## config.mk

```make
export PLATFORM = sky130hd
export DESIGN_NAME = nl2_dbank_scrub_sched
export DESIGN_NICKNAME = d
export VERILOG_FILES = /design/src/rtl/nl2_dbank_scrub_sched.sv
export SDC_FILE = /design/constraint.sdc
export NUM_CORES = 1
export LEC_CHECK = 0
export BUFFER_PORTS_ARGS = -buffer_cell sky130_fd_sc_hd__buf_2
export CAP_MARGIN = 20
export CORE_UTILIZATION = 25
export CTS_BUF_LIST = sky130_fd_sc_hd__clkbuf_8
export CTS_CLUSTER_SIZE = 20
export DETAILED_ROUTE_END_ITERATION = 12
export PLACE_DENSITY = 0.53
export SETUP_SLACK_MARGIN = 0.02
export SYNTH_ARGS = -nofsm -noshare
export SYNTH_HDL_FRONTEND = slang
export SYNTH_SLANG_ARGS = --single-unit
```

## constraint.sdc

```tcl
create_clock -name dbank_clk -period 3 [get_ports dbank_clk]
set_clock_uncertainty 0.05 [all_clocks]
set_input_delay 0.3 -clock dbank_clk [delete_from_list [all_inputs] [get_ports dbank_clk]]
set_output_delay 0.3 -clock dbank_clk [all_outputs]
set_load 0.02 [all_outputs]
```

## src/rtl/nl2_dbank_scrub_sched.sv

```systemverilog
// Background ECC scrub scheduler and host/scrub arbiter for the dbank command port.
// Optional starvation guard: define NL2_SCRUB_STARVE_GUARD_EN to force scrub after STARVE_LIMIT denials.
module nl2_dbank_scrub_sched #(
    parameter int BNK_ADDR_SIZE = 20,
    parameter int CMD_W         = 64,
    parameter int LINE_ADR      = 6,
    parameter int INTERVAL_SIZE = 16,
    parameter int STARVE_LIMIT  = 15
) (
    input  logic                              dbank_clk,
    input  logic                              rst_a,
    input  logic                              init_done,
    input  logic                              scrub_enable,
    input  logic [INTERVAL_SIZE-1:0]          scrub_interval,
    input  logic [BNK_ADDR_SIZE-LINE_ADR-1:0] scrub_last_line,
    input  logic                              host_cmd_valid,
    input  logic [CMD_W-1:0]                  host_cmd_data,
    output logic                              host_cmd_accept,
    output logic                              bnk_cmd_valid,
    output logic [CMD_W-1:0]                  bnk_cmd_data,
    output logic                              bnk_cmd_scrub,
    input  logic                              bnk_cmd_accept,
    input  logic                              scrub_rsp_valid,
    input  logic                              scrub_rsp_sbe,
    input  logic                              scrub_rsp_dbe,
    output logic [15:0]                       sbe_cnt,
    output logic [15:0]                       dbe_cnt,
    output logic [BNK_ADDR_SIZE-LINE_ADR-1:0] dbe_line,
    output logic                              scrub_busy,
    output logic                              scrub_pass_done
);

    localparam int LINE_W = BNK_ADDR_SIZE - LINE_ADR;

    if (CMD_W < BNK_ADDR_SIZE || STARVE_LIMIT < 1) begin : g_param_check
        $error("nl2_dbank_scrub_sched: illegal parameter combination");
    end

    typedef enum logic [1:0] {S_IDLE, S_WAIT, S_REQ, S_RSP} state_t;

    state_t                   state_reg, state_next;
    logic [INTERVAL_SIZE-1:0] intv_cnt_reg, intv_cnt_next;
    logic [LINE_W-1:0]        line_reg, line_next;
    logic                     lock_valid_reg, lock_valid_next;
    logic                     lock_scrub_reg, lock_scrub_next;
    logic                     pass_done_reg, pass_done_next;
    logic [LINE_W-1:0]        dbe_line_reg, dbe_line_next;
    logic [15:0]              err_cnt_reg [2];
    logic [1:0]               err_inc;

    logic                     scrub_go;
    logic                     scrub_req;
    logic                     grant_scrub;
    logic                     scrub_hs;
    logic                     rsp_take;
    logic                     force_scrub;
    logic [CMD_W-1:0]         scrub_payload;

    assign scrub_go = scrub_enable & init_done;
    assign rsp_take = (state_reg == S_RSP) & scrub_rsp_valid;

`ifdef NL2_SCRUB_STARVE_GUARD_EN
    localparam int STARVE_W = $clog2(STARVE_LIMIT + 1);
    logic [STARVE_W-1:0] starve_cnt_reg, starve_cnt_next;

    assign force_scrub = (starve_cnt_reg >= STARVE_W'(STARVE_LIMIT));

    // Counts only cycles where a pending scrub lost to the host; saturates at the limit.
    always_comb begin
        starve_cnt_next = starve_cnt_reg;
        if (scrub_hs) begin
            starve_cnt_next = '0;
        end else if (scrub_req && bnk_cmd_valid && !grant_scrub && !force_scrub) begin
            starve_cnt_next = starve_cnt_reg + STARVE_W'(1);
        end
    end

    always_ff @(posedge dbank_clk) begin
        if (!rst_a) begin
            starve_cnt_reg <= '0;
        end else begin
            starve_cnt_reg <= starve_cnt_next;
        end
    end
`else
    assign force_scrub = 1'b0;
`endif

    // State register and datapath registers
    always_ff @(posedge dbank_clk) begin
        if (!rst_a) begin
            state_reg      <= S_IDLE;
            intv_cnt_reg   <= '0;
            line_reg       <= '0;
            lock_valid_reg <= 1'b0;
            lock_scrub_reg <= 1'b0;
            pass_done_reg  <= 1'b0;
            dbe_line_reg   <= '0;
        end else begin
            state_reg      <= state_next;
            intv_cnt_reg   <= intv_cnt_next;
            line_reg       <= line_next;
            lock_valid_reg <= lock_valid_next;
            lock_scrub_reg <= lock_scrub_next;
            pass_done_reg  <= pass_done_next;
            dbe_line_reg   <= dbe_line_next;
        end
    end

    // Next-state and datapath update
    always_comb begin
        state_next     = state_reg;
        intv_cnt_next  = intv_cnt_reg;
        line_next      = line_reg;
        pass_done_next = 1'b0;
        dbe_line_next  = dbe_line_reg;

        case (state_reg)
            S_IDLE: begin
                if (scrub_go) begin
                    state_next    = S_WAIT;
                    intv_cnt_next = scrub_interval;
                end
            end
            S_WAIT: begin
                if (!scrub_go) begin
                    state_next = S_IDLE;
                end else if (intv_cnt_reg == '0) begin
                    state_next = S_REQ;
                end else begin
                    intv_cnt_next = intv_cnt_reg - INTERVAL_SIZE'(1);
                end
            end
            S_REQ: begin
                // A scrub already locked onto the port must finish its handshake.
                if (scrub_hs) begin
                    state_next = S_RSP;
                end else if (!scrub_go && !(lock_valid_reg && lock_scrub_reg)) begin
                    state_next = S_IDLE;
                end
            end
            S_RSP: begin
                if (scrub_rsp_valid) begin
                    state_next    = scrub_go ? S_WAIT : S_IDLE;
                    intv_cnt_next = scrub_interval;
                end
            end
            default: state_next = S_IDLE;
        endcase

        if (rsp_take) begin
            if (line_reg >= scrub_last_line) begin
                line_next      = '0;
                pass_done_next = 1'b1;
            end else begin
                line_next = line_reg + LINE_W'(1);
            end
            if (scrub_rsp_dbe && err_cnt_reg[1] == 16'h0000) begin
                dbe_line_next = line_reg;
            end
        end

        if (bnk_cmd_valid && !bnk_cmd_accept) begin
            lock_valid_next = 1'b1;
            lock_scrub_next = grant_scrub;
        end else begin
            lock_valid_next = 1'b0;
            lock_scrub_next = 1'b0;
        end
    end

    // Output / arbitration logic
    always_comb begin
        scrub_req = (state_reg == S_REQ);
        if (lock_valid_reg) begin
            grant_scrub = lock_scrub_reg;
        end else begin
            grant_scrub = scrub_req & (~host_cmd_valid | force_scrub);
        end

        scrub_payload                      = '0;
        scrub_payload[BNK_ADDR_SIZE-1:0]   = {line_reg, {LINE_ADR{1'b0}}};

        bnk_cmd_valid   = grant_scrub | host_cmd_valid | lock_valid_reg;
        bnk_cmd_scrub   = grant_scrub;
        if (grant_scrub) begin
            bnk_cmd_data = scrub_payload;
        end else if (bnk_cmd_valid) begin
            bnk_cmd_data = host_cmd_data;
        end else begin
            bnk_cmd_data = '0;
        end
        host_cmd_accept = bnk_cmd_accept & bnk_cmd_valid & ~grant_scrub;
        scrub_hs        = bnk_cmd_accept & grant_scrub;
        scrub_busy      = (state_reg != S_IDLE);
    end

    // Index 0 counts corrected single-bit errors, index 1 double-bit errors; dbe dominates.
    assign err_inc[0] = rsp_take & scrub_rsp_sbe & ~scrub_rsp_dbe;
    assign err_inc[1] = rsp_take & scrub_rsp_dbe;

    genvar gi;
    generate
        for (gi = 0; gi < 2; gi++) begin : g_err_cnt
            always_ff @(posedge dbank_clk) begin
                if (!rst_a) begin
                    err_cnt_reg[gi] <= 16'h0000;
                end else if (err_inc[gi] && err_cnt_reg[gi] != 16'hFFFF) begin
                    err_cnt_reg[gi] <= err_cnt_reg[gi] + 16'h0001;
                end
            end
        end
    endgenerate

    assign sbe_cnt         = err_cnt_reg[0];
    assign dbe_cnt         = err_cnt_reg[1];
    assign dbe_line        = dbe_line_reg;
    assign scrub_pass_done = pass_done_reg;

endmodule

```

==> impl_metrics.env, run 1 <==
export IMPL_run_status="finished, final reports clean"
export IMPL_synth_seq_area_share=0.382
export IMPL_gp_congestion=0.772
export IMPL_dieArea_um2=20900
export IMPL_avgSynthCellArea_um2=8.30
export IMPL_cts_inserted_buffers=9
export IMPL_grt_pass1_vias=4627
export IMPL_ys_flop_type="dfxtp_1"
export IMPL_synth_edf_count=32
export IMPL_post_cts_resized=0
export IMPL_yosysMostFrequentCell="nor2_1"
export IMPL_setup_violations_final=0
export IMPL_grt_ovfl_total=0
export IMPL_max_cap_violations=0
export IMPL_drt_iter0_markers=197
export IMPL_r2r_start="err_cnt_reg[0][0]"
export IMPL_cts_tree="built"
export IMPL_p_leak_nw=3.07
export IMPL_htreeDepth=3
export IMPL_multi_input_area_um2=2880
export IMPL_io_buffer_count=217
export IMPL_synth_cells=612
export IMPL_synthesis_nets=735
export IMPL_antenna_cells=0
export IMPL_ant_nets=0
export IMPL_post_cts_buffers=0
export IMPL_ys_types=58
export IMPL_endpoint_kind="flop"
export IMPL_die_w_um=145
export IMPL_gr_usage_all_layers=0.148
export IMPL_yosys_area_top_type="dfxtp_1"
export IMPL_synth_area_leaders="dfxtp_1 (19%), edfxtp_1 (19%), and3_1 (7.1%), nor2_1 (5.8%), nand2_1 (5.4%)"
export IMPL_crit_start="err_cnt_reg[0][0]"
export IMPL_finalCritPeriodShare=0.840
export IMPL_dr_pass1_iters=4
export IMPL_row_count=51
export IMPL_synth_async_reset_ratio=0
export IMPL_maxSlewHeadroom=0.490
export IMPL_wl_per_cell_um=14.1
export IMPL_seqCellArea_um2=1940
export IMPL_die_h_um=145
export IMPL_clkSinkCount=81
export IMPL_worstPathMaxFanout=16
export IMPL_rsz0062_at_grt="false"
export IMPL_routed_via_count=5060
export IMPL_syn2layout_area_growth_pct=30.1
export IMPL_yosysTopAreaCellShare=0.193
export IMPL_p_per_area_nw_per_um2=379
export IMPL_insertion_delay_ns=0.37
export IMPL_ir_worst_vdd_mv=0.172
export IMPL_nNetsFinal=940
export IMPL_finalHoldViolations=0
export IMPL_yosysWarnings=0
export IMPL_grt_max_degree=67
export IMPL_cts_root_buf="clkbuf_8"
export IMPL_cts_buffer_depth=2
export IMPL_p_total_mw=2.51
export IMPL_fmax_mhz=397
export IMPL_dp_hpwl_um=11600
export IMPL_tightest_slew_ns=0.765
export IMPL_holdBufCountCts=0
export IMPL_path_class="flop to flop"
export IMPL_hold_start="bnk_cmd_accept"
export IMPL_core_um2=19700
export IMPL_fin_setup_tns_ns=0
export IMPL_worstHoldPathType="input pin to flop"
export IMPL_largest_reg_flops=32
export IMPL_slew_violations=0
export IMPL_worstPathRequired_ns=2.91
export IMPL_startpoint_type="flop"
export IMPL_path_clk_slew_ns=0.10
export IMPL_initial_core_util=0.258
export IMPL_drc=0
export IMPL_grt_pass1_wl_um=23800
export IMPL_ys_ff_latch=81
export IMPL_synth_common_cells="nor2_1 (78), nand2_1 (73), and3_1 (58)"
export IMPL_via_per_inst=4.66
export IMPL_cp_arrival_ns=2.43
export IMPL_antenna_found_initial=0
export IMPL_totalWireLength_um=15400
export IMPL_fillers=2126
export IMPL_drive_gt1_frac=0.324
export IMPL_ios=218
export IMPL_synthesis_area_um2=5080
export IMPL_fin_crit_ns=2.52
==> logic make-up (layout without fill, tap and decap cells) <==
family                     Yosys count  after routing  share of synthesized area
and+or+nand+nor                    316            316                      0.314
DFF                                 81             81                      0.382
AOI/OAI and AO/OA                   79             79                      0.105
buffers and inverters               62            272                     0.0522
xor gates and xnor gates            39             39                     0.0672
adders and majority gates           20             20                     0.0492
muxes                               15             15                     0.0295
==> cell type report <==
class / instances / share of cell area
clock buffer: 9 / 0.0187
clock inverter: 7 / 0.00871
inverter: 26 / 0.0148
multi-input combinational: 469 / 0.435
sequential: 81 / 0.294
tap: 265 / 0.0502
timing repair buffer: 230 / 0.179
==> routing by layer <==
layer | track usage | vias to the layer above | part of all wire
met4 | 0.0371 | 0 | 0.0084
li1 | - | 2577 | -
met5 | 0 | - | 0
met2 | 0.258 | 178 | 0.48
met1 | 0.185 | 2295 | 0.45
met3 | 0.0311 | 10 | 0.062
==> stage by stage <==
| stage | setup WS, ns | area, um2 | cells | hold WS (ns) | utilization |
|---|---|---|---|---|---|
| floorplan | 0.740 | 5080 | 612 | 0.336 | - |
| global placement | 0.579 | 6430 | 1071 | 0.420 | 0.326 |
| detailed placement | 0.449 | 6430 | 1071 | 0.423 | 0.326 |
| CTS | 0.428 | 6610 | 1087 | 0.0914 | 0.335 |
| global route | 0.250 | 6610 | 1087 | 0.0939 | 0.335 |
| finish | 0.481 | 6610 | 1087 | 0.111 | 0.335 |
==> where the power goes <==
part / switching, mW / internal, mW / leakage [nW]
Combinational: 0.304 / 0.206 / 2.25
Clock: 0.472 / 0.316 / 0.0968
Sequential: 0.0380 / 1.17 / 0.727
==> critical path: stages, from the launching register on <==
cell and delay, ns:
edfxtp_1 0.42, ha_1 0.20, nand3_1 0.16, nor3_1 0.50, a41oi_1 0.23, nand2b_1 0.55
==> cells in the final DEF, fill, tap and decap left out, types with 3 or more instances in the layout <==
cell / netlist / routed
edfxtp_1: 32 / 32
and4_1: 3 / 3
xor2_1: 17 / 17
a21o_1: 3 / 3
nand2_1: 73 / 73
o221a_2: 4 / 4
and2_1: 5 / 5
xnor2_1: 22 / 22
o31ai_1: 6 / 6
a21oi_1: 25 / 25
inv_6: 0 / 3
a41oi_1: 4 / 4
a211oi_1: 5 / 5
dfxtp_1: 49 / 49
buf_4: 2 / 13
nor3_1: 21 / 21
ha_1: 20 / 20
inv_1: 26 / 26
nor2_1: 78 / 78
nand4_1: 9 / 9
a31oi_1: 5 / 5
and3_1: 58 / 58
clkbuf_8: 0 / 9
nand2b_1: 6 / 6
or3_1: 3 / 3
nand3_1: 36 / 36
nor4_1: 8 / 8
o21ai_0: 10 / 10
buf_2: 8 / 217
mux2i_1: 15 / 15
==> worst paths after layout <==
| path | to | slack (ns) | cells after the start |
|---|---|---|---|
| min | lock_valid_reg | 0.11 | 2 |
| max reg2reg | err_cnt_reg[0][5] | 0.48 | 5 |
| min reg2reg | intv_cnt_reg[13] | 0.43 | 2 |
| max | err_cnt_reg[0][5] | 0.48 | 5 |
Note: power is estimated with default switching activity, not from simulation.
==> run 2, diff against run 1 <==
--- a/config.mk
+++ b/config.mk
@@ -11,7 +11,7 @@
 export CTS_BUF_LIST = sky130_fd_sc_hd__clkbuf_8
 export CTS_CLUSTER_SIZE = 20
 export DETAILED_ROUTE_END_ITERATION = 12
-export PLACE_DENSITY = 0.53
+export PLACE_DENSITY = 0.55
 export SETUP_SLACK_MARGIN = 0.02
 export SYNTH_ARGS = -nofsm -noshare
 export SYNTH_HDL_FRONTEND = slang
==> constraint.sdc (replaced) <==
create_clock -name dbank_clk -period 2.2 [get_ports dbank_clk]
set_clock_uncertainty 0.05 [all_clocks]
set_input_delay 0.22 -clock dbank_clk [delete_from_list [all_inputs] [get_ports dbank_clk]]
set_output_delay 0.22 -clock dbank_clk [all_outputs]
set_load 0.02 [all_outputs]
==> impl_metrics.env, run 2 (synthesis results as in run 1) <==
export IMPL_dieArea_um2=20900
export IMPL_htreeDepth=3
export IMPL_nNetsFinal=970
export IMPL_slew_violations=0
export IMPL_path_clk_slew_ns=0.10
export IMPL_post_cts_buffers=0
export IMPL_startpoint_type="flop"
export IMPL_drive_gt1_frac=0.351
export IMPL_finalHoldViolations=0
export IMPL_run_status="finished, final reports clean"
export IMPL_maxSlewHeadroom=0.667
export IMPL_holdBufCountCts=0
export IMPL_p_total_mw=3.58
export IMPL_path_class="flop to flop"
export IMPL_dpl_cell_area_um2=6720
export IMPL_cts_tree="built"
export IMPL_endpoint_kind="flop"
export IMPL_layout_commonest_cell="buf_2"
export IMPL_die_w_um=145
export IMPL_cts_inserted_buffers=9
export IMPL_fin_crit_ns=2.02
export IMPL_setup_violations_final=0
export IMPL_clkSinkCount=81
export IMPL_antenna_found_initial=1
export IMPL_grt_max_degree=68
export IMPL_drt_iter0_markers=213
export IMPL_cts_root_buf="clkbuf_8"
export IMPL_dr_pass1_iters=4
export IMPL_core_um2=19700
export IMPL_layout_common_cells="buf_2 (217), nor2_1 (78), nand2_1 (73)"
export IMPL_fmax_mhz=495
export IMPL_worstPathMaxFanout=5
export IMPL_finalCritPeriodShare=0.919
export IMPL_via_per_inst=4.67
export IMPL_syn2layout_area_growth_pct=36.7
export IMPL_drc=0
export IMPL_ant_nets=0
export IMPL_die_h_um=145
export IMPL_largest_reg_flops=32
export IMPL_gp_congestion=0.822
export IMPL_worstHoldPathType="input pin to flop"
export IMPL_ios=218
export IMPL_worstPathRequired_ns=2.42
export IMPL_p_leak_nw=3.27
export IMPL_wl_per_cell_um=14.3
export IMPL_ir_worst_vdd_mv=0.223
export IMPL_cp_arrival_ns=2.24
export IMPL_grt_pass1_wl_um=24600
export IMPL_design_area_um2=6950
export IMPL_grt_pass1_vias=4684
export IMPL_fin_util=0.352
export IMPL_cts_buffer_depth=2
export IMPL_post_cts_resized=0
export IMPL_rsz0062_at_grt="false"
export IMPL_setup_ws_ns=0.179
export IMPL_max_cap_violations=0
export IMPL_io_buffer_count=217
export IMPL_tightest_slew_ns=0.495
export IMPL_dp_hpwl_um=12100
export IMPL_totalWireLength_um=15900
export IMPL_place_ws_ns=0.154
export IMPL_fin_setup_tns_ns=0
export IMPL_row_count=51
export IMPL_insertion_delay_ns=0.37
export IMPL_p_per_area_nw_per_um2=516
export IMPL_routed_via_count=5216
export IMPL_grt_ovfl_total=0
export IMPL_initial_core_util=0.258
export IMPL_gr_usage_all_layers=0.154
run 2: path summary, 6_finish.rpt:
kind	startpoint	end	slack [ns]	cells past startpoint
worst min-delay path	bnk_cmd_accept	lock_valid_reg	0.06	2
worst max-delay path	intv_cnt_reg[0]	intv_cnt_reg[8]	0.18	7
worst min register to register	intv_cnt_reg[13]	intv_cnt_reg[13]	0.45	2
worst max register to register	intv_cnt_reg[0]	intv_cnt_reg[8]	0.18	7
run 2: report_power, final:
group	internal [mW]	leakage, nW	switching, mW
Sequential	1.60	0.727	0.0488
Clock	0.573	0.109	0.631
Combinational	0.304	2.43	0.433
Total	2.47	3.27	1.11
run 2: worst max-delay path: stages, from the launching register on:
cell	delay [ns]
dfxtp_1	0.36
inv_1	0.09
ha_1	0.19
or3b_2	0.52
nor2_4	0.14
nand2_1	0.09
o31a_2	0.28
a31o_2	0.20
run 2: stage by stage:
stage          cells  hold slack, ns
3_3_place_gp    1101           0.421
3_5_place_dp    1101           0.430
2_1_floorplan    612           0.256
6_report        1118          0.0625
4_1_cts         1117          0.0252
5_1_grt         1118          0.0372
run 2: per-layer routing:
layer | track usage | vias to the layer above | wire, um
met5 | 0 | - | 0
met4 | 0.0416 | 0 | 140
met3 | 0.0311 | 10 | 981
met2 | 0.258 | 194 | 7480
met1 | 0.199 | 2374 | 7330
li1 | - | 2638 | -
run 2: cell type report:
class,count,area [um2]
Sequential cell,81,1940
Antenna cell,1,2.50
Clock buffer,10,138
Clock inverter,6,73.8
Tap cell,265,332
Fill cell,2111,12800
Inverter,26,97.6
Timing Repair Buffer,260,1470
Multi-Input combinational cell,469,2890
==> run 3, diff against run 2 <==
--- a/config.mk
+++ b/config.mk
@@ -5,13 +5,14 @@
 export SDC_FILE = /design/constraint.sdc
 export NUM_CORES = 1
 export LEC_CHECK = 0
+export ABC_AREA = 1
 export BUFFER_PORTS_ARGS = -buffer_cell sky130_fd_sc_hd__buf_2
 export CAP_MARGIN = 20
 export CORE_UTILIZATION = 25
 export CTS_BUF_LIST = sky130_fd_sc_hd__clkbuf_8
 export CTS_CLUSTER_SIZE = 20
 export DETAILED_ROUTE_END_ITERATION = 12
-export PLACE_DENSITY = 0.55
+export PLACE_DENSITY = 0.54
 export SETUP_SLACK_MARGIN = 0.02
 export SYNTH_ARGS = -nofsm -noshare
 export SYNTH_HDL_FRONTEND = slang
==> impl_metrics.env, run 3 <==
export IMPL_run_status="finished, final reports clean"
export IMPL_drive_gt1_frac=0.273
export IMPL_layout_commonest_cell="buf_2"
export IMPL_grt_ovfl_total=0
export IMPL_worstHoldPathType="input pin to flop"
export IMPL_gp_congestion=0.789
export IMPL_fillers=2394
export IMPL_gr_usage_all_layers=0.150
export IMPL_finalHoldViolations=0
export IMPL_rsz0062_at_grt="false"
export IMPL_die_h_um=150
export IMPL_synthesis_nets=947
export IMPL_via_per_inst=4.33
export IMPL_path_class="flop to output port"
export IMPL_synthesis_area_um2=5470
export IMPL_setup_violations_final=0
export IMPL_finalCritPeriodShare=0.919
export IMPL_place_ws_ns=0.199
export IMPL_cts_buffer_depth=2
export IMPL_design_area_um2=7190
export IMPL_ys_types=40
export IMPL_slew_violations=0
export IMPL_ant_nets=0
export IMPL_path_clk_slew_ns=0.09
export IMPL_yosysWarnings=0
export IMPL_largest_reg_flops=32
export IMPL_fin_setup_tns_ns=0
export IMPL_synth_cells=824
export IMPL_ys_ff_latch=81
export IMPL_dr_pass1_iters=5
export IMPL_routed_via_count=5718
export IMPL_p_total_mw=4.71
export IMPL_p_per_area_nw_per_um2=655
export IMPL_io_buffer_count=217
export IMPL_dpl_cell_area_um2=6910
export IMPL_cp_arrival_ns=1.75
export IMPL_ios=218
export IMPL_holdBufCountCts=0
export IMPL_htreeDepth=3
export IMPL_dp_hpwl_um=13100
export IMPL_die_w_um=150
export IMPL_yosysTopAreaCellShare=0.179
export IMPL_setup_ws_ns=0.179
export IMPL_fmax_mhz=495
export IMPL_startpoint_type="flop"
export IMPL_totalWireLength_um=17000
export IMPL_p_leak_nw=3.59
export IMPL_wl_per_cell_um=12.9
export IMPL_nNetsFinal=1163
export IMPL_min_path_cells=2
export IMPL_initial_core_util=0.258
export IMPL_layout_common_cells="buf_2 (217), nand2_1 (195), nor2_1 (150)"
export IMPL_whs_endpoint="lock_scrub_reg"
export IMPL_hold_start="bnk_cmd_accept"
export IMPL_insertion_delay_ns=0.37
export IMPL_yosysMostFrequentCell="nand2_1"
export IMPL_drc=0
export IMPL_worstPathMaxFanout=26
export IMPL_tightest_slew_ns=0.548
export IMPL_clkSinkCount=81
export IMPL_ir_worst_vdd_mv=0.363
export IMPL_synth_edf_count=32
export IMPL_drt_iter0_markers=346
export IMPL_rr_worst_depth=9
export IMPL_grt_pass1_wl_um=26400
export IMPL_antenna_cells=0
export IMPL_fin_crit_ns=2.02
export IMPL_multi_input_area_um2=3000
export IMPL_synth_seq_area_share=0.355
export IMPL_yosys_area_top_type="dfxtp_1"
export IMPL_avgSynthCellArea_um2=6.64
export IMPL_syn2layout_area_growth_pct=31.5
export IMPL_seqCellArea_um2=1940
export IMPL_cts_inserted_buffers=9
export IMPL_dieArea_um2=22500
export IMPL_fin_util=0.339
export IMPL_cts_root_buf="clkbuf_8"
export IMPL_worstPathRequired_ns=1.93
export IMPL_synth_area_leaders="dfxtp_1 (18%), edfxtp_1 (18%), nand2_1 (13%), nor2_1 (10%), inv_1 (7.1%)"
export IMPL_row_count=53
export IMPL_core_um2=21200
export IMPL_synth_common_cells="nand2_1 (195), nor2_1 (150), inv_1 (103)"
export IMPL_max_cap_violations=0
export IMPL_r2r_start="err_cnt_reg[0][0]"
export IMPL_regToRegSetupSlack_ns=0.31
export IMPL_grt_max_degree=63
export IMPL_endpoint_kind="output port"
export IMPL_post_cts_resized=6
export IMPL_cts_tree="built"
export IMPL_ys_flop_type="dfxtp_1"
export IMPL_antenna_found_initial=0
export IMPL_post_cts_buffers=0
export IMPL_maxSlewHeadroom=0.634
export IMPL_synth_async_reset_ratio=0
export IMPL_r2r_end="err_cnt_reg[0][11]"
export IMPL_grt_pass1_vias=5006
run 3: cell types whose count changed after synthesis, sizes merged, moves of 6 or more:
| cell | delta |
|---|---|
| a21oi | +21 |
| nand2 | +126 |
| nor4 | -7 |
| inv | +80 |
| o21ai | +41 |
| xnor2 | -18 |
| mux2i | -13 |
| and3 | -58 |
| o31ai | -6 |
| nand3 | +23 |
| nand2b | -6 |
| nor2 | +80 |
| clkbuf | -12 |
run 3: power breakdown:
part	leakage, nW	internal (mW)	switching, mW
Combinational	2.73	0.518	0.950
Sequential	0.729	1.65	0.0991
Clock	0.134	0.872	0.619
run 3: layout make-up:
class	instances	area share
Clock buffer	9	0.0172
Clock inverter	7	0.0195
Inverter	107	0.0567
Multi-Input combinational cell	608	0.417
Sequential cell	81	0.270
Tap cell	275	0.0478
Timing Repair Buffer	233	0.171
run 3: routing by layer:
layer  up-vias  GRT usage  share of wire
met5         -          0              0
met4         0     0.0328         0.0073
met3         8     0.0335          0.043
met2       119      0.236           0.48
met1      2521      0.207           0.47
li1       3070          -              -
run 3: kinds of logic (layout without fill, tap and decap cells):
kind of cell               after synthesis  after routing  synth area share
adders and majority gates               20             20            0.0458
and+or+nand+nor                        460            460             0.362
xor gates and xnor gates                17             17            0.0272
buffers and inverters                  135            356            0.0988
AOI/OAI and AO/OA                      109            109             0.107
muxes                                    2              2           0.00366
DFF                                     81             81             0.355
run 3: worst max-delay path: stages, from the launching register on:
cell     delay [ns]
dfxtp_2        0.39
inv_1          0.09
nor2_2         0.14
nand2_1        0.08
nand2_2        0.15
inv_6          0.12
o21ai_0        0.19
buf_2          0.21
run 3: worst max path at each step:
stage | startpoint | to | slack (ns) | depth (start not counted)
after detailed placement | state_reg[1] | bnk_cmd_data[18] | 0.20 | 7
after global routing | state_reg[1] | bnk_cmd_data[15] | 0.02 | 7
after CTS | state_reg[1] | bnk_cmd_data[9] | 0.10 | 7
final | state_reg[1] | bnk_cmd_data[9] | 0.18 | 7
after floorplan | err_cnt_reg[0][0] | err_cnt_reg[0][0] | 0.18 | 8
after global placement | state_reg[1] | bnk_cmd_data[19] | 0.23 | 7
run 3: metrics by stage:
step / hold slack [ns] / std cells
floorplan: 0.241 / 824
global placement: 0.381 / 1304
detailed placement: 0.384 / 1304
CTS: 0.00334 / 1320
global route: 0.0112 / 1320
finish: 0.0358 / 1320
